$ cat src/rtl/cpu_control_fsm.sv
// Moore control FSM for the 16-bit RISC datapath: fetch, decode, execute and
// writeback sequencing. Every output depends only on the current state.
module cpu_control_fsm (
  input  logic       clk,
  input  logic       reset,
  input  logic [2:0] opcode,
  input  logic [1:0] op,
  output logic [2:0] nsel,
  output logic       loada,
  output logic       loadb,
  output logic       loadc,
  output logic       loads,
  output logic       asel,
  output logic       bsel,
  output logic [1:0] vsel,
  output logic       write,
  output logic       load_ir,
  output logic       load_pc,
  output logic       reset_pc,
  output logic       addr_sel,
  output logic       load_addr,
  output logic [1:0] mem_cmd,
  output logic       halted
);
  localparam logic [2:0] NS_RN = 3'b001, NS_RD = 3'b010, NS_RM = 3'b100;
  localparam logic [1:0] MEM_READ = 2'b01, MEM_WRITE = 2'b10;

  typedef enum logic [4:0] {
    RST, IF1, IF2, UPDATE_PC, DECODE, WRITE_IMM, GET_A, GET_B, GET_B_RD,
    ALU, MOVSH, CMP, WRITE_RD, ADDR, LOAD_ADDR, MEM_RD, WB_MEM, STR_C,
    MEM_WR, HALT
  } state_t;

  state_t state, state_next;

  always_ff @(posedge clk) begin
    if (reset) state <= RST;
    else       state <= state_next;
  end

  // GET_B is shared by MOV-reg and the ALU ops; IR holds the opcode steady
  // for the whole instruction, so later states can re-inspect it.
  always_comb begin
    state_next = state;
    case (state)
      RST:       state_next = IF1;
      IF1:       state_next = IF2;
      IF2:       state_next = UPDATE_PC;
      UPDATE_PC: state_next = DECODE;
      DECODE: begin
        case ({opcode, op})
          5'b110_10: state_next = WRITE_IMM;
          5'b110_00: state_next = GET_B;
          5'b101_00, 5'b101_01, 5'b101_10: state_next = GET_A;
          5'b101_11: state_next = GET_B;
          5'b011_00, 5'b100_00: state_next = GET_A;
          default:   state_next = HALT;
        endcase
      end
      WRITE_IMM: state_next = IF1;
      GET_A:     state_next = (opcode == 3'b101) ? GET_B : ADDR;
      GET_B: begin
        if (opcode == 3'b110)            state_next = MOVSH;
        else if ({opcode, op} == 5'b101_01) state_next = CMP;
        else                             state_next = ALU;
      end
      ALU, MOVSH: state_next = WRITE_RD;
      CMP:        state_next = IF1;
      WRITE_RD:   state_next = IF1;
      ADDR:       state_next = LOAD_ADDR;
      LOAD_ADDR:  state_next = (opcode == 3'b100) ? GET_B_RD : MEM_RD;
      MEM_RD:     state_next = WB_MEM;
      WB_MEM:     state_next = IF1;
      GET_B_RD:   state_next = STR_C;
      STR_C:      state_next = MEM_WR;
      MEM_WR:     state_next = IF1;
      HALT:       state_next = HALT;
      default:    state_next = HALT;
    endcase
  end

  always_comb begin
    nsel      = 3'b000;
    loada     = 1'b0;
    loadb     = 1'b0;
    loadc     = 1'b0;
    loads     = 1'b0;
    asel      = 1'b0;
    bsel      = 1'b0;
    vsel      = 2'b00;
    write     = 1'b0;
    load_ir   = 1'b0;
    load_pc   = 1'b0;
    reset_pc  = 1'b0;
    addr_sel  = 1'b0;
    load_addr = 1'b0;
    mem_cmd   = 2'b00;
    halted    = 1'b0;
    case (state)
      RST:       begin reset_pc = 1'b1; load_pc = 1'b1; end
      IF1:       begin addr_sel = 1'b1; mem_cmd = MEM_READ; end
      IF2:       begin addr_sel = 1'b1; mem_cmd = MEM_READ; load_ir = 1'b1; end
      UPDATE_PC: load_pc = 1'b1;
      WRITE_IMM: begin nsel = NS_RN; vsel = 2'b10; write = 1'b1; end
      GET_A:     begin nsel = NS_RN; loada = 1'b1; end
      GET_B:     begin nsel = NS_RM; loadb = 1'b1; end
      GET_B_RD:  begin nsel = NS_RD; loadb = 1'b1; end
      ALU:       loadc = 1'b1;
      MOVSH:     begin asel = 1'b1; loadc = 1'b1; end
      CMP:       loads = 1'b1;
      WRITE_RD:  begin nsel = NS_RD; write = 1'b1; end
      ADDR:      begin bsel = 1'b1; loadc = 1'b1; end
      LOAD_ADDR: load_addr = 1'b1;
      MEM_RD:    mem_cmd = MEM_READ;
      // Read data arrives one cycle late, so READ is held while writing back.
      WB_MEM:    begin mem_cmd = MEM_READ; nsel = NS_RD; vsel = 2'b11; write = 1'b1; end
      STR_C:     begin asel = 1'b1; loadc = 1'b1; end
      MEM_WR:    mem_cmd = MEM_WRITE;
      HALT:      halted = 1'b1;
      default:   ;
    endcase
  end
endmodule

$ cat config.mk
export PLATFORM = sky130hd
export DESIGN_NAME = cpu_control_fsm
export DESIGN_NICKNAME = d
export VERILOG_FILES = /design/src/rtl/cpu_control_fsm.sv
export SDC_FILE = /design/constraint.sdc
export NUM_CORES = 1
export LEC_CHECK = 0
export CORE_MARGIN = 2
export CORE_UTILIZATION = 40
export DETAILED_ROUTE_END_ITERATION = 7
export PLACE_DENSITY_LB_ADDON = 0.3
export SLEW_MARGIN = 30
export SYNTH_ARGS = -nofsm -noshare
export SYNTH_HDL_FRONTEND = slang
export SYNTH_SLANG_ARGS = --single-unit
$ cat constraint.sdc
create_clock -name clk -period 1.6 [get_ports clk]
set_input_delay 0.48 -clock clk [delete_from_list [all_inputs] [get_ports clk]]
set_output_delay 0.48 -clock clk [all_outputs]
set_load 0.005 [all_outputs]
==> flow_summary_export.csv, run 1 <==
group,metric,value,unit
floorplanning,io_pins,27,
logic_synthesis,avgSynthCellArea,6.43,sq um
logic_synthesis,syn_inst,121,
setup_path,critPathMaxFanout,6,
placed_design,hpwl,2250,microns
clocking,clock_path_buffers,2,
sta,clock-skew-final,1.46,ps
status,violations,"negative setup slack",
layout,fin_nets,203,
route,drt-total-wl,4960,microns
logic_synthesis,ys_seq_area_share,12.9,%
floorplanning,start_util,43.6,%
clocking,clk_latency,250,ps
power_and_ir_drop,p_leak,0.737,nW
sta,finalMaxSlewViolations,0,
logic_synthesis,yosysMostFrequentCell,"nor2_1",
status,status,"finished with violations",
sta,fin_crit_sh,124,%
layout,final_layout_size_suffix_gt1_share,63.1,%
job,cap_viol_max_count,0,
clocking,cts_buffers,3,
sta,rsz0062_at_grt,"true",
setup_path,cp.required,1120,ps
setup_path,max_stage_delay,410,ps
layout,reg_top3,"state (5)",
layout,n_fill_cell,62,
global_routing,grt_pass1_vias,1269,
logic_synthesis,ys.flop_type,"dfxtp_1",
power_and_ir_drop,ir_drop,1100,uV
placed_design,gp_congestion,0.938,
logic_synthesis,yosys.area_share.adder,0,%
clocking,clk_pin_slew,50,ps
placed_design,place_area,1300,sq um
floorplanning,core-area,1780,sq um
route,drt_iter0_markers,118,
sta,worst_slew_margin_rel,64.6,%
placed_design,pre_cts_slack,-528,ps
route,ant_nets,0,
logic_synthesis,synth_top_family_by_area,"simple AND/OR/NAND/NOR gates",
logic_synthesis,synth-edff-count,0,
route,first_pass_iters,6,
logic_synthesis,synthSimpleGateAreaFrac,40.4,%
layout,top_register,"state",
logic_synthesis,yosysTopAreaCell,"dfxtp_1",
setup_path,path_buf_inv,2,
placed_design,numPortBuffers,26,
route,wl_per_cell,22.5,microns
setup_path,cp-end-kind,"output pin",
logic_synthesis,syn_area,778,sq um
clocking,root_buffer,"clkbuf_4",
power_and_ir_drop,power_density,1400,nW/um^2
sta,finalSetupViolations,23,
logic_synthesis,synthesis.nets,128,
floorplanning,rows,15,
layout,finalInstanceArea,1640,sq um
global_routing,gr-total-overflow,0,
sta,hold_viol_final,0,
setup_path,cp.arrival,1510,ps
sta,fmax,0.502,GHz
layout,finish.utilization,91.9,%
logic_synthesis,ys_top_cells_by_count,"18 x nor2_1, 8 x a21oi_1, 8 x nand2_1, 8 x nor3_1",
logic_synthesis,synth.area.mux_share,0,%
hold_path,hp-class,"register to register",
layout,antenna_cells,0,
route,viasPerCell,6.73,
clocking,cts_tree,"built",
sta,worst_slack,-390,ps
layout,area_growth,111,%
floorplanning,dieHeight,48.1,microns
logic_synthesis,synth-compound-area-share,36.5,%
route,drc,0,
clocking,cts_sinks,5,
route,num_vias,1480,
global_routing,grt_max_degree,15,
logic_synthesis,synth-seq-cells,5,
floorplanning,die_area,2310,sq um
clocking,htree_levels,1,
global_routing,grt_pass1_wl,6040,microns
logic_synthesis,synthDominantCellAreaShare,12.9,%
setup_path,path_cells,"buf_4 -> xor2_1 -> nand3_1 -> a21oi_2 -> buf_2",
logic_synthesis,async_reset_ff_share,0,%
sta,tns,-4900,ps
global_routing,antenna_found_initial,0,
logic_synthesis,ys_top_cells_by_area,"dfxtp_1 13%, nor2_1 8.7%, nor2b_1 5.6%, a21oi_1 5.1%, nor3_1 5.1%",
sta,fin_crit,1990,ps
layout,largest_reg_flops,5,
setup_path,critPathLaunchType,"register",
setup_path,cp_top_family,"flip-flops",
global_routing,gr-usage-all-layers,38.7,%
floorplanning,dieWidth,48.1,microns
power_and_ir_drop,p_total,0.00229,W
logic_synthesis,yosysUniqueCellTypes,41,
sta,worst_pin_slew,527,ps
setup_path,crit_type,"register to output pin",
logic_synthesis,synth_warnings,0,
setup_path,cp_slowest_cell,"dfxtp_4",
logic_synthesis,synth_xor_area_share,2.25,%
==> what timing repair did <==
item	4_1_cts	5_1_grt
endpoints found under the setup margin	23	24
hold endpoints to repair	0	0
resized for setup	128	27
hold buffers	0	0
buffers inserted	16	4
pin swaps	24	16
==> final cells by class <==
| cell class | count | area, sq um | area share, % |
|---|---|---|---|
| inverter | 4 | 15.0 | 0.916 |
| timing repair buffer | 81 | 653 | 39.8 |
| multi-input combinational | 101 | 795 | 48.5 |
| tap | 25 | 31.3 | 1.91 |
| sequential | 5 | 119 | 7.25 |
| clock buffer | 4 | 26.3 | 1.60 |
==> logic make-up after synthesis <==
group | count (synthesis)
buffers and inverters | 15
AOI/OAI and AO/OA | 40
and+or+nand+nor | 59
xor gates and xnor gates | 2
DFF | 5
==> per-layer routing <==
metal | track usage [%] | share of wire [%]
met1 | 41.6 | 31
met2 | 66.7 | 43
met3 | 10.7 | 14
met4 | 24.3 | 11
met5 | 0 | 0
==> power by group <==
part	switching, W	internal [W]
combinational	0.000917	0.000960
sequential	0.0000830	0.000173
clock	0.0000605	0.0000948
total	0.00106	0.00123
==> path summary, 6_finish.rpt <==
path / startpoint / to / slack, ps / cells past startpoint
worst max-delay path: state[3] / write / -390 / 5
worst max register to register: state[2] / state[1] / -10 / 6
worst min-delay path: state[3] / state[3] / 700 / 3
worst min register to register: state[3] / state[3] / 700 / 3
==> stage by stage <==
step	std cells	hold WS (ps)
finish	220	698
global route	220	744
CTS	217	674
global placement	198	685
detailed placement	198	709
floorplan	121	543
==> cells in the final DEF, fill, tap and decap left out, drive strengths merged, types with 2 or more instances in the layout <==
master / Yosys / layout
clkbuf: 4 / 4
a21oi: 8 / 8
xor2: 2 / 2
nand2: 8 / 8
or3b: 2 / 2
nor4b: 2 / 2
dfxtp: 5 / 5
nand2b: 5 / 5
nor2b: 7 / 7
o211ai: 2 / 2
a2bb2oi: 2 / 2
nor3: 8 / 8
clkdlybuf4s50: 0 / 2
nor3b: 2 / 2
o21ai: 8 / 8
dlygate4sd2: 0 / 3
o2bb2ai: 2 / 2
or2: 2 / 2
a41oi: 2 / 2
a31oi: 4 / 4
inv: 4 / 4
nor2: 18 / 18
buf: 7 / 74
o21bai: 2 / 2
==> tightest hold or removal path, cell delays in order (launching register included) <==
cell	delay (ps)
dfxtp_4	380
buf_6	160
nand2_1	60
a21oi_1	50
No activity file was read; power rests on OpenSTA's default activity.
==> inputs of run 2 (changes only) <==
--- a/config.mk
+++ b/config.mk
@@ -6,4 +6,5 @@
 export NUM_CORES = 1
 export LEC_CHECK = 0
+export ABC_CLOCK_PERIOD_IN_PS = 1600
 export CORE_MARGIN = 2
 export CORE_UTILIZATION = 40
==> constraint.sdc (replaced) <==
create_clock -name clk -period 1.6 [get_ports clk]
set_input_delay 0.32 -clock clk [delete_from_list [all_inputs] [get_ports clk]]
set_output_delay 0.32 -clock clk [all_outputs]
set_load 0.005 [all_outputs]
==> run 2 against run 1 <==
Compared with the run above: the flow still finishes with violations (negative setup slack); wire length grew 12%; power grew 2.6%; clock skew grew 11 ps; flip-flop and latch count is the same; cell area grew 3.5%; fmax grew 11%; combinational power grew 3%; register-to-register slack is essentially flat; hold slack gained 26 ps; critical endpoint is now mem_cmd[0]; largest cell class unchanged; largest power group unchanged.
==> flow_summary_export.csv, run 2 (same netlist as run 1, synthesis figures left out) <==
group,metric,value,unit
sta,fmax,0.560,GHz
sta,hold_viol_final,0,
layout,antenna_cells,0,
sta,clock-skew-final,12.1,ps
layout,top_register,"state",
route,routed-wl-met3,709,microns
sta,rsz0062_at_grt,"true",
layout,regArea,119,sq um
route,m1WireLength,1930,microns
route,first_pass_iters,5,
floorplanning,dieHeight,48.1,microns
sta,finalMaxSlewViolations,0,
layout,n_fill_cell,46,
placed_design,hpwl,2270,microns
global_routing,grt_pass1_vias,1301,
route,num_vias,1510,
route,drt-total-wl,5550,microns
global_routing,gr-usage-all-layers,38.0,%
setup_path,ff2ff_setup_slack,-20,ps
route,ant_nets,0,
global_routing,antenna_found_initial,0,
setup_path,startpoint,"state[3]",
floorplanning,core-area,1780,sq um
sta,worst_slew_margin_rel,65.8,%
setup_path,cp_top_family,"flip-flops",
job,cap_viol_max_count,0,
setup_path,path_cells,"buf_6 -> nand2_1 -> nor2_1 -> a21oi_1 -> o22ai_2 -> buf_2",
setup_path,path_buf_inv,2,
global_routing,gr-total-overflow,0,
layout,largest_reg_flops,5,
sta,fin_crit,1790,ps
setup_path,regToRegStartpoint,"state[2]",
clocking,clock_path_buffers,2,
power_and_ir_drop,p_leak,0.752,nW
setup_path,cp.arrival,1470,ps
floorplanning,dieWidth,48.1,microns
floorplanning,rows,15,
layout,finish.utilization,95.2,%
clocking,root_buffer,"clkbuf_4",
global_routing,grt_max_degree,12,
clocking,cts_buffers,3,
global_routing,grt_pass1_wl,6070,microns
setup_path,crit_type,"register to output pin",
route,top_layer_used,"met4",
sta,worst_pin_slew,508,ps
clocking,cts_tree,"built",
floorplanning,start_util,43.6,%
layout,area_growth,118,%
clocking,clk_pin_slew,60,ps
sta,worst_slack,-186,ps
layout,multiInputGateArea,847,sq um
sta,tns,-1480,ps
hold_path,hp-start,"opcode[2]",
hold_path,hp-class,"input port to register",
placed_design,place_area,1320,sq um
setup_path,cp.required,1280,ps
route,route.met2.wl,2390,microns
clocking,cts_sinks,5,
layout,layout.cells.most_common_list,"43 x buf_4, 18 x buf_2, 16 x buf_6, 7 x nor2_2, 7 x o21ai_0",
route,wl_per_cell,25.0,microns
clocking,cts-hold-fix-buffers,0,
clocking,htree_levels,1,
setup_path,max_stage_delay,380,ps
layout,reg_top3,"state (5)",
status,violations,"negative setup slack",
setup_path,critPathMaxFanout,6,
route,drc,0,
layout,final_layout_size_suffix_gt1_share,66.5,%
floorplanning,die_area,2310,sq um
power_and_ir_drop,ir_drop,823,uV
setup_path,critPathLaunchType,"register",
placed_design,numPortBuffers,26,
sta,fin_crit_sh,112,%
floorplanning,io_pins,27,
clocking,clk_latency,260,ps
layout,finalInstanceArea,1700,sq um
status,status,"finished with violations",
route,drt_iter0_markers,116,
sta,finalSetupViolations,23,
layout,fin_nets,205,
setup_path,cp_slowest_cell,"dfxtp_4",
placed_design,gp_congestion,0.877,
power_and_ir_drop,power_density,1380,nW/um^2
route,viasPerCell,6.80,
setup_path,cp-end-kind,"output pin",
layout,final_common_cell,"buf_4",
## run 2: layer usage
| metal | vias up | global-route usage [%] |
|---|---|---|
| met4 | 0 | 20.5 |
| met3 | 65 | 11.5 |
| met5 | - | 0 |
| met1 | 664 | 39.9 |
| li1 | 593 | - |
| met2 | 188 | 67.5 |
## run 2: area by class of cell
| cell class | count | share of cell area, % |
|---|---|---|
| Multi-Input combinational cell | 101 | 49.9 |
| Timing Repair Buffer | 83 | 38.8 |
| Inverter | 4 | 0.885 |
| Sequential cell | 5 | 7.01 |
| Clock buffer | 4 | 1.55 |
| Tap cell | 25 | 1.84 |
## run 2: worst reg2reg max path, stage by stage (launching register included)
cell and delay, ps:
dfxtp_4 390, or3b_4 440, buf_4 180, a21oi_1 150
a41oi_1 200, a41oi_2 180
## run 2: power breakdown
part | internal (W) | total, W | switching, W
Clock | 0.0000955 | 0.000166 | 0.0000706
Sequential | 0.000172 | 0.000240 | 0.0000679
Combinational | 0.000925 | 0.00194 | 0.00102
## run 2: repair_timing
item                                    4_1_cts  5_1_grt
pin swaps                                    13       16
buffers inserted                             13        5
gates resized for setup                     121       47
endpoints found under the setup margin       22       22
## run 2: metrics by stage
stage          total power, W  worst slack (ps)  instances  hold slack [ps]
5_1_grt               0.00240              -205        222              748
2_1_floorplan        0.000763              92.6        121              383
6_report              0.00235              -186        222              724
3_5_place_dp          0.00142              -369        200              689
3_3_place_gp          0.00140              -379        200              667
4_1_cts               0.00176             -39.3        217              753
## run 2: final timing paths
| check | to | cells after the start |
|---|---|---|
| max | mem_cmd[0] | 6 |
| min | state[2] | 4 |
| max reg2reg | state[1] | 5 |
| min reg2reg | state[3] | 3 |
